<file path="src/rtl/rv32i_instr_encoder_if.sv">
// Instruction-encoder bus: valid/ready field input side plus the
// one-cycle write strobe toward instruction memory.
// master = program loader driving fields; slave = the encoder.
interface rv32i_instr_encoder_if #(
    parameter int AW = 3
);
    logic          i_valid;
    logic          o_ready;
    logic [3:0]    i_class;
    logic [4:0]    i_rd;
    logic [4:0]    i_rs1;
    logic [4:0]    i_rs2;
    logic [2:0]    i_funct3;
    logic [6:0]    i_funct7;
    logic [31:0]   i_imm;
    logic          i_clear;
    logic          o_wr_en;
    logic [AW-1:0] o_wr_addr;
    logic [31:0]   o_wr_data;
    logic          o_full;
    logic          o_err;

    modport master (
        output i_valid, i_class, i_rd, i_rs1, i_rs2, i_funct3, i_funct7, i_imm, i_clear,
        input  o_ready, o_wr_en, o_wr_addr, o_wr_data, o_full, o_err
    );

    modport slave (
        input  i_valid, i_class, i_rd, i_rs1, i_rs2, i_funct3, i_funct7, i_imm, i_clear,
        output o_ready, o_wr_en, o_wr_addr, o_wr_data, o_full, o_err
    );
endinterface

</file>
<file path="src/rtl/rv32i_instr_encoder.sv">
// RV32I instruction encoder / sequential instruction-memory writer.
// Accepts class + fields on a valid/ready handshake, encodes one 32-bit
// word, and writes it at the next address with a one-cycle strobe.
// Flow per word: IDLE (accept) -> ENCODE -> WRITE -> IDLE, or FULL after
// the last address. Optional build macro IMM_RANGE_CHECK_EN: reject
// immediates that do not fit their format instead of truncating them.
module rv32i_instr_encoder #(
    parameter int DEPTH = 5,
    parameter int AW    = 3
) (
    input  logic                  i_clk,
    input  logic                  i_nrst,
    rv32i_instr_encoder_if.slave  bus
);

    localparam logic [1:0] ST_IDLE   = 2'd0;
    localparam logic [1:0] ST_ENCODE = 2'd1;
    localparam logic [1:0] ST_WRITE  = 2'd2;
    localparam logic [1:0] ST_FULL   = 2'd3;

    localparam logic [3:0] CLS_ALU_R  = 4'd0;
    localparam logic [3:0] CLS_ALU_I  = 4'd1;
    localparam logic [3:0] CLS_LOAD   = 4'd2;
    localparam logic [3:0] CLS_STORE  = 4'd3;
    localparam logic [3:0] CLS_BRANCH = 4'd4;
    localparam logic [3:0] CLS_JAL    = 4'd5;
    localparam logic [3:0] CLS_JALR   = 4'd6;
    localparam logic [3:0] CLS_LUI    = 4'd7;
    localparam logic [3:0] CLS_AUIPC  = 4'd8;
    localparam logic [3:0] CLS_SYSTEM = 4'd9;

    localparam logic [6:0] OP_R      = 7'b0110011;
    localparam logic [6:0] OP_ALU_I  = 7'b0010011;
    localparam logic [6:0] OP_LOAD   = 7'b0000011;
    localparam logic [6:0] OP_STORE  = 7'b0100011;
    localparam logic [6:0] OP_BRANCH = 7'b1100011;
    localparam logic [6:0] OP_JAL    = 7'b1101111;
    localparam logic [6:0] OP_JALR   = 7'b1100111;
    localparam logic [6:0] OP_LUI    = 7'b0110111;
    localparam logic [6:0] OP_AUIPC  = 7'b0010111;
    localparam logic [6:0] OP_SYSTEM = 7'b1110011;

    localparam logic [AW-1:0] LAST_ADDR = AW'(DEPTH - 1);

    typedef struct packed {
        logic [3:0]  cls;
        logic [4:0]  rd;
        logic [4:0]  rs1;
        logic [4:0]  rs2;
        logic [2:0]  f3;
        logic [6:0]  f7;
        logic [31:0] imm;
    } fields_t;

    logic [1:0]    state_q,   state_d;
    logic [AW-1:0] cnt_q,     cnt_d;
    logic          err_q,     err_d;
    logic [31:0]   wr_data_q, wr_data_d;
    fields_t       fields_q,  fields_d;

    logic [31:0]   enc_data;
    logic          enc_err;
    logic          rng_i_ok;
    logic          rng_b_ok;
    logic          rng_j_ok;
    logic          rng_u_ok;

`ifdef IMM_RANGE_CHECK_EN
    // A signed value fits N bits when all bits above N-1 equal the sign bit.
    assign rng_i_ok = (&fields_q.imm[31:11]) | ~(|fields_q.imm[31:11]);
    assign rng_b_ok = ((&fields_q.imm[31:12]) | ~(|fields_q.imm[31:12])) & ~fields_q.imm[0];
    assign rng_j_ok = ((&fields_q.imm[31:20]) | ~(|fields_q.imm[31:20])) & ~fields_q.imm[0];
    assign rng_u_ok = ~(|fields_q.imm[11:0]);
`else
    assign rng_i_ok = 1'b1;
    assign rng_b_ok = 1'b1;
    assign rng_j_ok = 1'b1;
    assign rng_u_ok = 1'b1;
`endif

    // Encode the captured fields into an instruction word and flag errors.
    always_comb begin
        enc_data = '0;
        enc_err  = 1'b0;
        case (fields_q.cls)
            CLS_ALU_R: begin
                enc_data = {fields_q.f7, fields_q.rs2, fields_q.rs1, fields_q.f3,
                            fields_q.rd, OP_R};
            end
            CLS_ALU_I, CLS_LOAD, CLS_JALR, CLS_SYSTEM: begin
                enc_data = {fields_q.imm[11:0], fields_q.rs1, fields_q.f3, fields_q.rd, OP_ALU_I};
                case (fields_q.cls)
                    CLS_LOAD:   enc_data[6:0] = OP_LOAD;
                    CLS_JALR:   enc_data[6:0] = OP_JALR;
                    CLS_SYSTEM: enc_data[6:0] = OP_SYSTEM;
                    default:    enc_data[6:0] = OP_ALU_I;
                endcase
                enc_err = ~rng_i_ok;
            end
            CLS_STORE: begin
                enc_data = {fields_q.imm[11:5], fields_q.rs2, fields_q.rs1, fields_q.f3,
                            fields_q.imm[4:0], OP_STORE};
                enc_err  = ~rng_i_ok;
            end
            CLS_BRANCH: begin
                enc_data = {fields_q.imm[12], fields_q.imm[10:5], fields_q.rs2, fields_q.rs1,
                            fields_q.f3, fields_q.imm[4:1], fields_q.imm[11], OP_BRANCH};
                enc_err  = ~rng_b_ok;
            end
            CLS_JAL: begin
                enc_data = {fields_q.imm[20], fields_q.imm[10:1], fields_q.imm[11],
                            fields_q.imm[19:12], fields_q.rd, OP_JAL};
                enc_err  = ~rng_j_ok;
            end
            CLS_LUI: begin
                enc_data = {fields_q.imm[31:12], fields_q.rd, OP_LUI};
                enc_err  = ~rng_u_ok;
            end
            CLS_AUIPC: begin
                enc_data = {fields_q.imm[31:12], fields_q.rd, OP_AUIPC};
                enc_err  = ~rng_u_ok;
            end
            default: begin
                enc_err = 1'b1;
            end
        endcase
    end

    // Next-state logic; i_clear overrides every transition and drops any in-flight word.
    always_comb begin
        state_d   = state_q;
        cnt_d     = cnt_q;
        err_d     = 1'b0;
        wr_data_d = wr_data_q;
        fields_d  = fields_q;
        if (bus.i_clear) begin
            state_d = ST_IDLE;
            cnt_d   = '0;
        end else begin
            case (state_q)
                ST_IDLE: begin
                    if (bus.i_valid) begin
                        fields_d.cls = bus.i_class;
                        fields_d.rd  = bus.i_rd;
                        fields_d.rs1 = bus.i_rs1;
                        fields_d.rs2 = bus.i_rs2;
                        fields_d.f3  = bus.i_funct3;
                        fields_d.f7  = bus.i_funct7;
                        fields_d.imm = bus.i_imm;
                        state_d      = ST_ENCODE;
                    end
                end
                ST_ENCODE: begin
                    if (enc_err) begin
                        err_d   = 1'b1;
                        state_d = ST_IDLE;
                    end else begin
                        wr_data_d = enc_data;
                        state_d   = ST_WRITE;
                    end
                end
                ST_WRITE: begin
                    if (cnt_q == LAST_ADDR) begin
                        state_d = ST_FULL;
                    end else begin
                        cnt_d   = cnt_q + AW'(1);
                        state_d = ST_IDLE;
                    end
                end
                default: begin
                    state_d = ST_FULL;
                end
            endcase
        end
    end

    // State registers; async reset discards any in-flight word.
    always_ff @(posedge i_clk or negedge i_nrst) begin
        if (!i_nrst) begin
            state_q   <= ST_IDLE;
            cnt_q     <= '0;
            err_q     <= 1'b0;
            wr_data_q <= '0;
            fields_q  <= '0;
        end else begin
            state_q   <= state_d;
            cnt_q     <= cnt_d;
            err_q     <= err_d;
            wr_data_q <= wr_data_d;
            fields_q  <= fields_d;
        end
    end

    // Strobe, ready and full decode straight from state so reset clears them at once.
    assign bus.o_ready   = (state_q == ST_IDLE);
    assign bus.o_wr_en   = (state_q == ST_WRITE);
    assign bus.o_full    = (state_q == ST_FULL);
    assign bus.o_wr_addr = cnt_q;
    assign bus.o_wr_data = wr_data_q;
    assign bus.o_err     = err_q;

endmodule

</file>
<file path="src/flat_wrapper.sv">
// flat-port wrapper written by rule: the top's interface ports become plain ports
module rv32i_instr_encoder_flat 
#(
    parameter int DEPTH = 5,
    parameter int AW    = 3
)
  (i_clk, i_nrst, bus_i_valid, bus_i_class, bus_i_rd, bus_i_rs1, bus_i_rs2, bus_i_funct3, bus_i_funct7, bus_i_imm, bus_i_clear, bus_o_ready, bus_o_wr_en, bus_o_wr_addr, bus_o_wr_data, bus_o_full, bus_o_err);
  rv32i_instr_encoder_if #(.AW(AW)) bus_i ();
  input  logic i_clk;
  input  logic i_nrst;
  input wire logic [$bits(bus_i.i_valid)-1:0] bus_i_valid;
  input wire logic [$bits(bus_i.i_class)-1:0] bus_i_class;
  input wire logic [$bits(bus_i.i_rd)-1:0] bus_i_rd;
  input wire logic [$bits(bus_i.i_rs1)-1:0] bus_i_rs1;
  input wire logic [$bits(bus_i.i_rs2)-1:0] bus_i_rs2;
  input wire logic [$bits(bus_i.i_funct3)-1:0] bus_i_funct3;
  input wire logic [$bits(bus_i.i_funct7)-1:0] bus_i_funct7;
  input wire logic [$bits(bus_i.i_imm)-1:0] bus_i_imm;
  input wire logic [$bits(bus_i.i_clear)-1:0] bus_i_clear;
  output wire logic [$bits(bus_i.o_ready)-1:0] bus_o_ready;
  output wire logic [$bits(bus_i.o_wr_en)-1:0] bus_o_wr_en;
  output wire logic [$bits(bus_i.o_wr_addr)-1:0] bus_o_wr_addr;
  output wire logic [$bits(bus_i.o_wr_data)-1:0] bus_o_wr_data;
  output wire logic [$bits(bus_i.o_full)-1:0] bus_o_full;
  output wire logic [$bits(bus_i.o_err)-1:0] bus_o_err;
  assign bus_i.i_valid = bus_i_valid;
  assign bus_i.i_class = bus_i_class;
  assign bus_i.i_rd = bus_i_rd;
  assign bus_i.i_rs1 = bus_i_rs1;
  assign bus_i.i_rs2 = bus_i_rs2;
  assign bus_i.i_funct3 = bus_i_funct3;
  assign bus_i.i_funct7 = bus_i_funct7;
  assign bus_i.i_imm = bus_i_imm;
  assign bus_i.i_clear = bus_i_clear;
  assign bus_o_ready = bus_i.o_ready;
  assign bus_o_wr_en = bus_i.o_wr_en;
  assign bus_o_wr_addr = bus_i.o_wr_addr;
  assign bus_o_wr_data = bus_i.o_wr_data;
  assign bus_o_full = bus_i.o_full;
  assign bus_o_err = bus_i.o_err;
  rv32i_instr_encoder #(.DEPTH(DEPTH), .AW(AW)) u_core (.i_clk(i_clk), .i_nrst(i_nrst), .bus(bus_i));
endmodule
</file>
<file path="config.mk">
export PLATFORM = sky130hd
export DESIGN_NAME = rv32i_instr_encoder_flat
export DESIGN_NICKNAME = d
export VERILOG_FILES = /design/src/rtl/rv32i_instr_encoder_if.sv /design/src/rtl/rv32i_instr_encoder.sv /design/src/flat_wrapper.sv
export SDC_FILE = /design/constraint.sdc
export NUM_CORES = 1
export LEC_CHECK = 0
export BUFFER_PORTS_ARGS = -buffer_cell sky130_fd_sc_hd__buf_2
export CAP_MARGIN = 10
export CORE_MARGIN = 2
export CORE_UTILIZATION = 59
export CTS_CLUSTER_DIAMETER = 200
export DETAILED_ROUTE_END_ITERATION = 10
export PLACE_DENSITY = 0.85
export SLEW_MARGIN = 20
export SYNTH_ARGS = -nofsm -noshare
export SYNTH_HDL_FRONTEND = slang
export SYNTH_SLANG_ARGS = --single-unit
</file>
<file path="constraint.sdc">
create_clock -name i_clk -period 3.3 [get_ports i_clk]
set_input_delay 0.66 -clock i_clk [delete_from_list [all_inputs] [get_ports i_clk]]
set_output_delay 0.66 -clock i_clk [all_outputs]
set_load 0.005 [all_outputs]
</file>
==> results of run 1 <==
==> how the worst max path moves through the flow <==
stage                                    start  cells past startpoint                                    to
3_5_place_dp                       bus_i_clear                      5  u_core.bus.o_wr_data[18]$_DFFE_PN0P_
5_1_grt        u_core.fields_q[57]$_DFFE_PN0P_                      4  u_core.bus.o_wr_data[18]$_DFFE_PN0P_
4_1_cts        u_core.fields_q[57]$_DFFE_PN0P_                      4  u_core.bus.o_wr_data[18]$_DFFE_PN0P_
2_1_floorplan                      bus_i_valid                      5        u_core.fields_q[0]$_DFFE_PN0P_
6_report       u_core.fields_q[57]$_DFFE_PN0P_                      4  u_core.bus.o_wr_data[18]$_DFFE_PN0P_
3_3_place_gp                       bus_i_clear                      5  u_core.bus.o_wr_data[21]$_DFFE_PN0P_
==> cell usage in the layout, fill, tap and decap left out, drive strengths merged, types with 5 or more instances in the layout <==
master,count
buf,110
dfrtp,98
mux2,62
nor2,46
a221oi,22
nand2,18
o21ai,12
a21oi,10
nor2b,10
clkbuf,9
nand2b,7
mux2i,6
a22o,6
a211oi,5
nand3b,5
nand3,5
and2,5
==> sequential cells by signal, indices dropped and copies added (netlist names) <==
signal and cells:
u_core.bus.o_wr_addr 3, u_core.bus.o_wr_data 31, u_core.state_q 2, u_core.bus.o_err 1, u_core.fields_q 61
==> layer usage <==
metal	track usage	part of all wire	vias up
met4	0.0893	0.014	0
met3	0.0439	0.063	15
met1	0.337	0.45	1702
met5	0	0	-
li1	-	-	1567
met2	0.356	0.48	108
==> power by group through the flow <==
stage | logic (mW) | clock network, mW | registers [mW]
after floorplan | 0.961 | 0 | 1.78
after global placement | 1.22 | 0 | 1.86
after detailed placement | 1.27 | 0 | 1.87
after CTS | 1.27 | 0.723 | 1.86
after global routing | 1.39 | 0.776 | 1.90
final | 1.26 | 0.707 | 1.86
==> cells in the mapped netlist, drive strengths merged (3+ instances only) <==
| library cell | n |
|---|---|
| o31ai | 3 |
| mux2 | 62 |
| a221oi | 22 |
| o21ai | 12 |
| nand2b | 7 |
| a211oi | 5 |
| mux2i | 6 |
| a31oi | 4 |
| a21oi | 10 |
| and2 | 5 |
| nor2b | 10 |
| and2b | 4 |
| buf | 29 |
| nand3 | 5 |
| nor2 | 46 |
| dfrtp | 98 |
| nand3b | 5 |
| nand2 | 18 |
| a311o | 4 |
| a22o | 6 |
==> critical path, cell delays in order (launching register included) <==
cell and delay [ps]:
dfrtp_1 1070, nor3_2 190, a22o_1 420, a221oi_1 300, nor2_1 90
==> metrics by stage <==
step / hold WS [ps] / std cells
6_report: 220 / 584
5_1_grt: 253 / 584
4_1_cts: 235 / 584
3_5_place_dp: 459 / 568
3_3_place_gp: 461 / 568
2_1_floorplan: 364 / 383
==> layout make-up <==
type / instances / area [um2]
clock buffers: 9 / 124
multi-input cells: 253 / 2210
fillers: 619 / 2610
flip-flops and latches: 98 / 2450
repair buffers: 110 / 583
clock inverters: 7 / 52.6
well taps: 105 / 131
inverters: 2 / 7.51
==> cell families (layout without fill, tap and decap cells) <==
family          count (synthesis)  in the layout
compound gates                 77             77
xor+xnor                        2              2
fa+ha+maj                       2              2
buf+inv                        32            128
flops                          98             98
mux                            68             68
simple gates                  104            104
==> results_dict.tcl, run 1 <==
set metrics [dict create \
    synth_edf_count 0 \
    power.total_mw 3.83 \
    hold_buffers 0 \
    ys_top_cells_by_area "dfrtp_1 49%, mux2_4 18%, a221oi_1 3.3%" \
    drive_above_1_share 0.434 \
    grt.total_usage 0.235 \
    route.detailed.drc 0 \
    post-place-ws_ps 1080 \
    synth-xor-area-share 0.00352 \
    r2r_slack_ps 1120 \
    cts-root-buf "clkbuf_8" \
    dr.first_iter.drc_count 197 \
    synth_compound_area_frac 0.127 \
    synth_warnings 0 \
    ys_types 55 \
    final_cell_area_um2 5560 \
    core-area_um2 8180 \
    portBuffers 103 \
    ys_async_sr_fraction 1.00 \
    period_minus_slack_ps 2180 \
    die_area_um2 9170 \
    dp_hpwl_mm 7.14 \
    clkPwrFrac 0.185 \
    placed_area_um2 5390 \
    reg2regPathDepth 4 \
    first_global_vias 3303 \
    ios 104 \
    synth_top_family_by_area "multiplexers" \
    finalSetupViolations 0 \
    outcome "finished, final reports clean" \
    swShare 0.340 \
    path_clk_slew_ps 100 \
    fin_nets 541 \
    postRouteAntennaNets 0 \
    clk_path_buf_depth 2 \
    synth_top_area_cell "dfrtp_1" \
    synthAdderAreaFrac 0.00504 \
    powerDensity_nw_per_um2 688 \
    p_int_mw 2.53 \
    synthMuxAreaShare 0.198 \
    die_h_um 95.8 \
    syn_inst 383 \
    power_switching_mw 1.30 \
    end_kind "flip-flop" \
    fin_tns_setup_ps 0 \
    hold_class "in2async" \
    p_seq_frac 0.486 \
    ys_seq_area_frac 0.493 \
    gp_congestion 0.816 \
    rows 33 \
    grt_max_degree 51 \
    grt_pass1_wl_mm 16.4 \
    cts_sinks 98 \
    peakVddDrop_mv 0.253 \
    rsz0062_at_grt "no" \
    grt-ovfl-total 0 \
    antenna_found_initial 0 \
    synth_nets 450 \
    final-hold-violation-count 0 \
    setup_slack_ps 1120 \
    syn_area_per_cell_um2 13.0 \
    yosysTopAreaCellShare 0.493 \
    cts_setup_buffers 0 \
    viasPerCell 5.81 \
    cts-buffers-inserted 9 \
    die_width_um 95.8 \
    comb_power_share 0.329 \
    worst-endpoint-required_ps 3550 \
    area_growth_pct 12.0 \
    clock_latency_ps 370 \
    cts_tree "yes" \
    syn_area_um2 4970 \
    period_share 0.661 \
    synthSimpleGateAreaFrac 0.112 \
    cp_max_fo 32 \
    slew_headroom 0.278 \
    h-tree-depth 3 \
    synth-main-ff-cell "dfrtp_1" \
    skew_ps 10.7 \
    ys_seq_elements 98 \
    fin_util 0.681 \
    max_freq_ghz 0.458 \
    report.final.slew_viol_count 0 \
    dr_total_vias 3392 \
    post_cts_resized 0 \
    worst_pin_slew_ps 1080 \
    criticalPathCategory "reg2reg" \
    antenna_cells 0 \
    startpoint_type "flip-flop" \
    r2r-start "u_core.fields_q[57]$_DFFE_PN0P_" \
    cp.arrival_ps 2430 \
    p_leak_nw 2.61 \
    max_cap_viol_count 0 \
    drt_pre_antenna_iters 4 \
    start_util 0.608 \
    routed_wl_mm 10.4 \
    wl_per_cell_um 17.8 \
    reg2reg_to "u_core.bus.o_wr_data[18]$_DFFE_PN0P_" \
]
Power figures use the tool's default switching activity.
==> run 2, diff against run 1 <==
--- a/config.mk
+++ b/config.mk
@@ -8,10 +8,10 @@
 export BUFFER_PORTS_ARGS = -buffer_cell sky130_fd_sc_hd__buf_2
 export CAP_MARGIN = 10
 export CORE_MARGIN = 2
-export CORE_UTILIZATION = 59
+export CORE_UTILIZATION = 50
 export CTS_CLUSTER_DIAMETER = 200
 export DETAILED_ROUTE_END_ITERATION = 10
-export PLACE_DENSITY = 0.85
+export PLACE_DENSITY = 0.77
 export SLEW_MARGIN = 20
 export SYNTH_ARGS = -nofsm -noshare
 export SYNTH_HDL_FRONTEND = slang
==> constraint.sdc (replaced) <==
create_clock -name i_clk -period 1.94 [get_ports i_clk]
set_input_delay 0.388 -clock i_clk [delete_from_list [all_inputs] [get_ports i_clk]]
set_output_delay 0.388 -clock i_clk [all_outputs]
set_load 0.005 [all_outputs]
==> results_dict.tcl, run 2 (synthesized netlist as in run 1, its figures left out) <==
set metrics [dict create \
    outcome "finished, final reports clean" \
    dp.cells 604 \
    start_util 0.511 \
    rsz0062_at_grt "no" \
    cts_sinks 98 \
    cts-root-buf "clkbuf_8" \
    portBuffers 103 \
    r2r_slack_ps 190 \
    postRouteAntennaNets 0 \
    slowest_stage "dfrtp_1" \
    viasPerCell 5.40 \
    fin_cells 622 \
    startpoint_type "flip-flop" \
    worst-path-buf-inv 1 \
    grt_max_degree 43 \
    power_switching_mw 2.30 \
    p_int_mw 4.53 \
    final-hold-violation-count 0 \
    path_clk_slew_ps 110 \
    final_common_cell "buf_2" \
    cts_tree "yes" \
    p_leak_nw 2.71 \
    skew_ps 16.3 \
    largest_reg_flops 61 \
    worst_pin_slew_ps 508 \
    max_freq_ghz 0.573 \
    cp_max_fo 13 \
    routed_wl_mm 10.8 \
    wl_per_cell_um 17.4 \
    cts-buffers-inserted 9 \
    fillerInstances 824 \
    hold_class "in2reg" \
    report.final.slew_viol_count 0 \
    power.total_mw 6.83 \
    cpPeakStageDelay_ps 640 \
    reg2reg_to "u_core.bus.o_wr_data[8]$_DFFE_PN0P_" \
    crit_end "u_core.bus.o_wr_data[8]$_DFFE_PN0P_" \
    fin_tns_setup_ps 0 \
    regArea_um2 2450 \
    dr_total_vias 3357 \
    fin_util 0.594 \
    dr.first_iter.drc_count 156 \
    top_register "u_core.fields_q" \
    grt_pass1_wl_mm 17.8 \
    die_width_um 104 \
    clock_latency_ps 370 \
    route.detailed.drc 0 \
    gp_congestion 0.764 \
    cp_top_family "flip-flops" \
    period_share 0.900 \
    die_h_um 104 \
    mostFrequentLayoutCells "102 x buf_2, 98 x dfrtp_1, 60 x mux2_4" \
    period_minus_slack_ps 1750 \
    r2r-start "u_core.fields_q[57]$_DFFE_PN0P_" \
    first_global_vias 3513 \
    p_seq_frac 0.462 \
    slew_headroom 0.662 \
    peakVddDrop_mv 0.468 \
    max_cap_viol_count 0 \
    critPathLaunch "u_core.fields_q[57]$_DFFE_PN0P_" \
    antenna_found_initial 1 \
    die_area_um2 10800 \
    swShare 0.337 \
    crit_chain "buf_4 > nor2_2 > a22o_1 > a221oi_1 > nor2_1" \
    worst-endpoint-required_ps 2200 \
    comb_power_share 0.327 \
    finalSetupViolations 0 \
    core-area_um2 9730 \
    end_kind "flip-flop" \
    grt-ovfl-total 0 \
    h-tree-depth 3 \
    dp_hpwl_mm 7.62 \
    grt.total_usage 0.206 \
    reg2regPathDepth 5 \
    fin_nets 550 \
    clkPwrFrac 0.211 \
    cp.depth 5 \
    final_cell_area_um2 5780 \
    powerDensity_nw_per_um2 1180 \
    cp.arrival_ps 2000 \
    multi_input_area_um2 2210 \
    ios 104 \
    rows 36 \
    placed_area_um2 5550 \
    post_cts_resized 0 \
    criticalPathCategory "reg2reg" \
    area_growth_pct 16.3 \
    clk_path_buf_depth 2 \
    drive_above_1_share 0.443 \
    drt_pre_antenna_iters 4 \
]
## run 2: power by group through the flow
stage	Clock, mW	Combinational (mW)	Sequential [mW]
global route	1.55	2.46	3.24
CTS	1.46	2.26	3.16
floorplan	0	1.64	3.03
finish	1.44	2.24	3.16
detailed placement	0	2.25	3.19
global placement	0	2.18	3.15
## run 2: worst min-delay path by stage
stage / cells after the start / end / startpoint
after floorplan: 0 / u_core.bus.o_err$_DFF_PN0_ / i_nrst
after global placement: 1 / u_core.fields_q[54]$_DFFE_PN0P_ / i_nrst
after detailed placement: 1 / u_core.fields_q[1]$_DFFE_PN0P_ / i_nrst
after CTS: 2 / u_core.fields_q[14]$_DFFE_PN0P_ / bus_i_imm[14]
after global routing: 2 / u_core.fields_q[13]$_DFFE_PN0P_ / bus_i_imm[13]
final: 2 / u_core.fields_q[14]$_DFFE_PN0P_ / bus_i_imm[14]
## run 2: cell type report
class                           count  area share
Timing Repair Buffer              119       0.124
Antenna cell                        1    0.000433
Sequential cell                    98       0.424
Multi-Input combinational cell    253       0.383
Inverter                            2     0.00130
Clock inverter                      7      0.0167
Clock buffer                        9      0.0214
Tap cell                          133      0.0288
## run 2: routing by layer
layer | vias to the layer above | track usage | share of wire
met1 | 1675 | 0.278 | 0.46
met5 | - | 0 | 0
li1 | 1583 | - | -
met2 | 92 | 0.342 | 0.48
met3 | 7 | 0.0415 | 0.053
met4 | 0 | 0.0560 | 0.0072
## run 2: repair_timing
item	4_1_cts	5_1_grt
buffers inserted	0	0
hold endpoints to repair	29	0
hold buffers	1	0
## run 2: per-stage QoR
stage | setup WS (ps) | hold slack (ps)
after floorplan | 459 | 92.4
after global placement | 296 | 357
after detailed placement | 223 | 365
after CTS | 205 | 227
after global routing | 52.9 | 225
final | 194 | 237
==> run 3, diff against run 2 <==
--- a/config.mk
+++ b/config.mk
@@ -7,6 +7,7 @@
 export LEC_CHECK = 0
 export BUFFER_PORTS_ARGS = -buffer_cell sky130_fd_sc_hd__buf_2
 export CAP_MARGIN = 10
+export CORE_ASPECT_RATIO = 1.1
 export CORE_MARGIN = 2
 export CORE_UTILIZATION = 50
 export CTS_CLUSTER_DIAMETER = 200
==> results_dict.tcl, run 3 (synthesized netlist as in run 1, its figures left out) <==
set metrics [dict create \
    outcome "finished, final reports clean" \
    first_global_vias 3424 \
    clk_path_buf_depth 2 \
    grt_pass1_wl_mm 17.7 \
    fin_nets 549 \
    portBuffers 103 \
    worst_pin_slew_ps 501 \
    ios 104 \
    fillerInstances 816 \
    power.total_mw 6.63 \
    cts-root-buf "clkbuf_8" \
    routed_wl_mm 10.8 \
    grt_max_degree 45 \
    worst-endpoint-required_ps 2190 \
    die_h_um 109 \
    end_kind "flip-flop" \
    grt.total_usage 0.212 \
    whs_ps 240 \
    dp_hpwl_mm 7.69 \
    cts_setup_buffers 0 \
    cts_tree "yes" \
    rows 38 \
    area_growth_pct 14.2 \
    finalSetupViolations 0 \
    cts-buffers-inserted 9 \
    period_share 0.887 \
    reg2regPathDepth 4 \
    mostFrequentLayoutCells "102 x buf_2, 98 x dfrtp_1, 60 x mux2_4" \
    grt-ovfl-total 0 \
    slew_headroom 0.666 \
    fin_cells 606 \
    startpoint_type "flip-flop" \
    rsz0062_at_grt "no" \
    drt_pre_antenna_iters 4 \
    max_cap_viol_count 0 \
    hold_class "in2reg" \
    peakVddDrop_mv 0.405 \
    regArea_um2 2450 \
    multi_input_area_um2 2210 \
    largest_reg_flops 61 \
    hold_depth 2 \
    die_area_um2 10800 \
    die_width_um 99.1 \
    cts_sinks 98 \
    final-hold-violation-count 0 \
    powerDensity_nw_per_um2 1170 \
    antenna_found_initial 0 \
    fin_tns_setup_ps 0 \
    report.final.slew_viol_count 0 \
    top_register "u_core.fields_q" \
    antenna_cells 0 \
    max_freq_ghz 0.581 \
    p_leak_nw 2.67 \
    route.detailed.drc 0 \
    dr_total_vias 3390 \
    h-tree-depth 3 \
    viasPerCell 5.59 \
    clock_latency_ps 370 \
    postRouteAntennaNets 0 \
    dr.first_iter.drc_count 150 \
    start_util 0.510 \
    core-area_um2 9750 \
    cp.arrival_ps 1970 \
    drive_above_1_share 0.436 \
    period_minus_slack_ps 1720 \
    path_clk_slew_ps 100 \
    final_common_cell "buf_2" \
    dp.cells 590 \
    wl_per_cell_um 17.9 \
    gp_congestion 0.795 \
    criticalPathCategory "reg2reg" \
    skew_ps 8.69 \
    cp_max_fo 29 \
]
==> run 3: path summary, 6_finish.rpt <==
path	to	slack (ps)	start
max in group asynchronous	u_core.bus.o_wr_addr[2]$_DFFE_PN0P_	750	i_nrst
max reg2reg	u_core.fields_q[39]$_DFFE_PN0P_	220	u_core.state_q[0]$_DFFE_PN0P_
min in group asynchronous	u_core.bus.o_wr_data[22]$_DFFE_PN0P_	530	i_nrst
min	u_core.fields_q[28]$_DFFE_PN0P_	240	bus_i_imm[28]
min reg2reg	u_core.bus.o_wr_data[4]$_DFFE_PN0P_	480	u_core.bus.o_wr_data[4]$_DFFE_PN0P_
max	u_core.fields_q[39]$_DFFE_PN0P_	220	u_core.state_q[0]$_DFFE_PN0P_
==> run 3: worst max-delay path, cell delays in order, from the launching register on <==
cell	delay, ps
dfrtp_1	490
nor2b_1	220
and2_4	290
buf_12	260
mux2_4	320
==> run 3: where the power goes <==
part           internal (mW)  switching (mW)
Clock                  0.596           0.687
Combinational           1.21            1.02
Sequential              2.65           0.456
Total                   4.46            2.17
==> run 3: layer usage <==
layer  vias to the layer above  track usage  routed length (um)
met5                         -            0                   0
met4                         0       0.0705                 147
met3                        12       0.0517                 637
met2                       102        0.335                5270
met1                      1701        0.289                4770
li1                       1575            -                   -
==> run 3: stage by stage <==
| step | worst slack (ps) | instance area, um2 | utilization |
|---|---|---|---|
| floorplan | 459 | 4970 | - |
| global placement | 276 | 5480 | 0.563 |
| detailed placement | 231 | 5480 | 0.563 |
| CTS | 228 | 5680 | 0.583 |
| global route | 72.6 | 5680 | 0.583 |
| finish | 218 | 5680 | 0.583 |
==> run 3: final cells by class <==
type | count | share of cell area
Tap cell | 120 | 0.0264
Sequential cell | 98 | 0.432
Multi-Input combinational cell | 253 | 0.390
Clock buffer | 11 | 0.0231
Inverter | 2 | 0.00132
Clock inverter | 4 | 0.00926
Timing Repair Buffer | 118 | 0.118
==> run 3: what timing repair did <==
action,CTS,global route
hold endpoints to repair,33,0
hold buffers,1,0
resized for setup,0,0
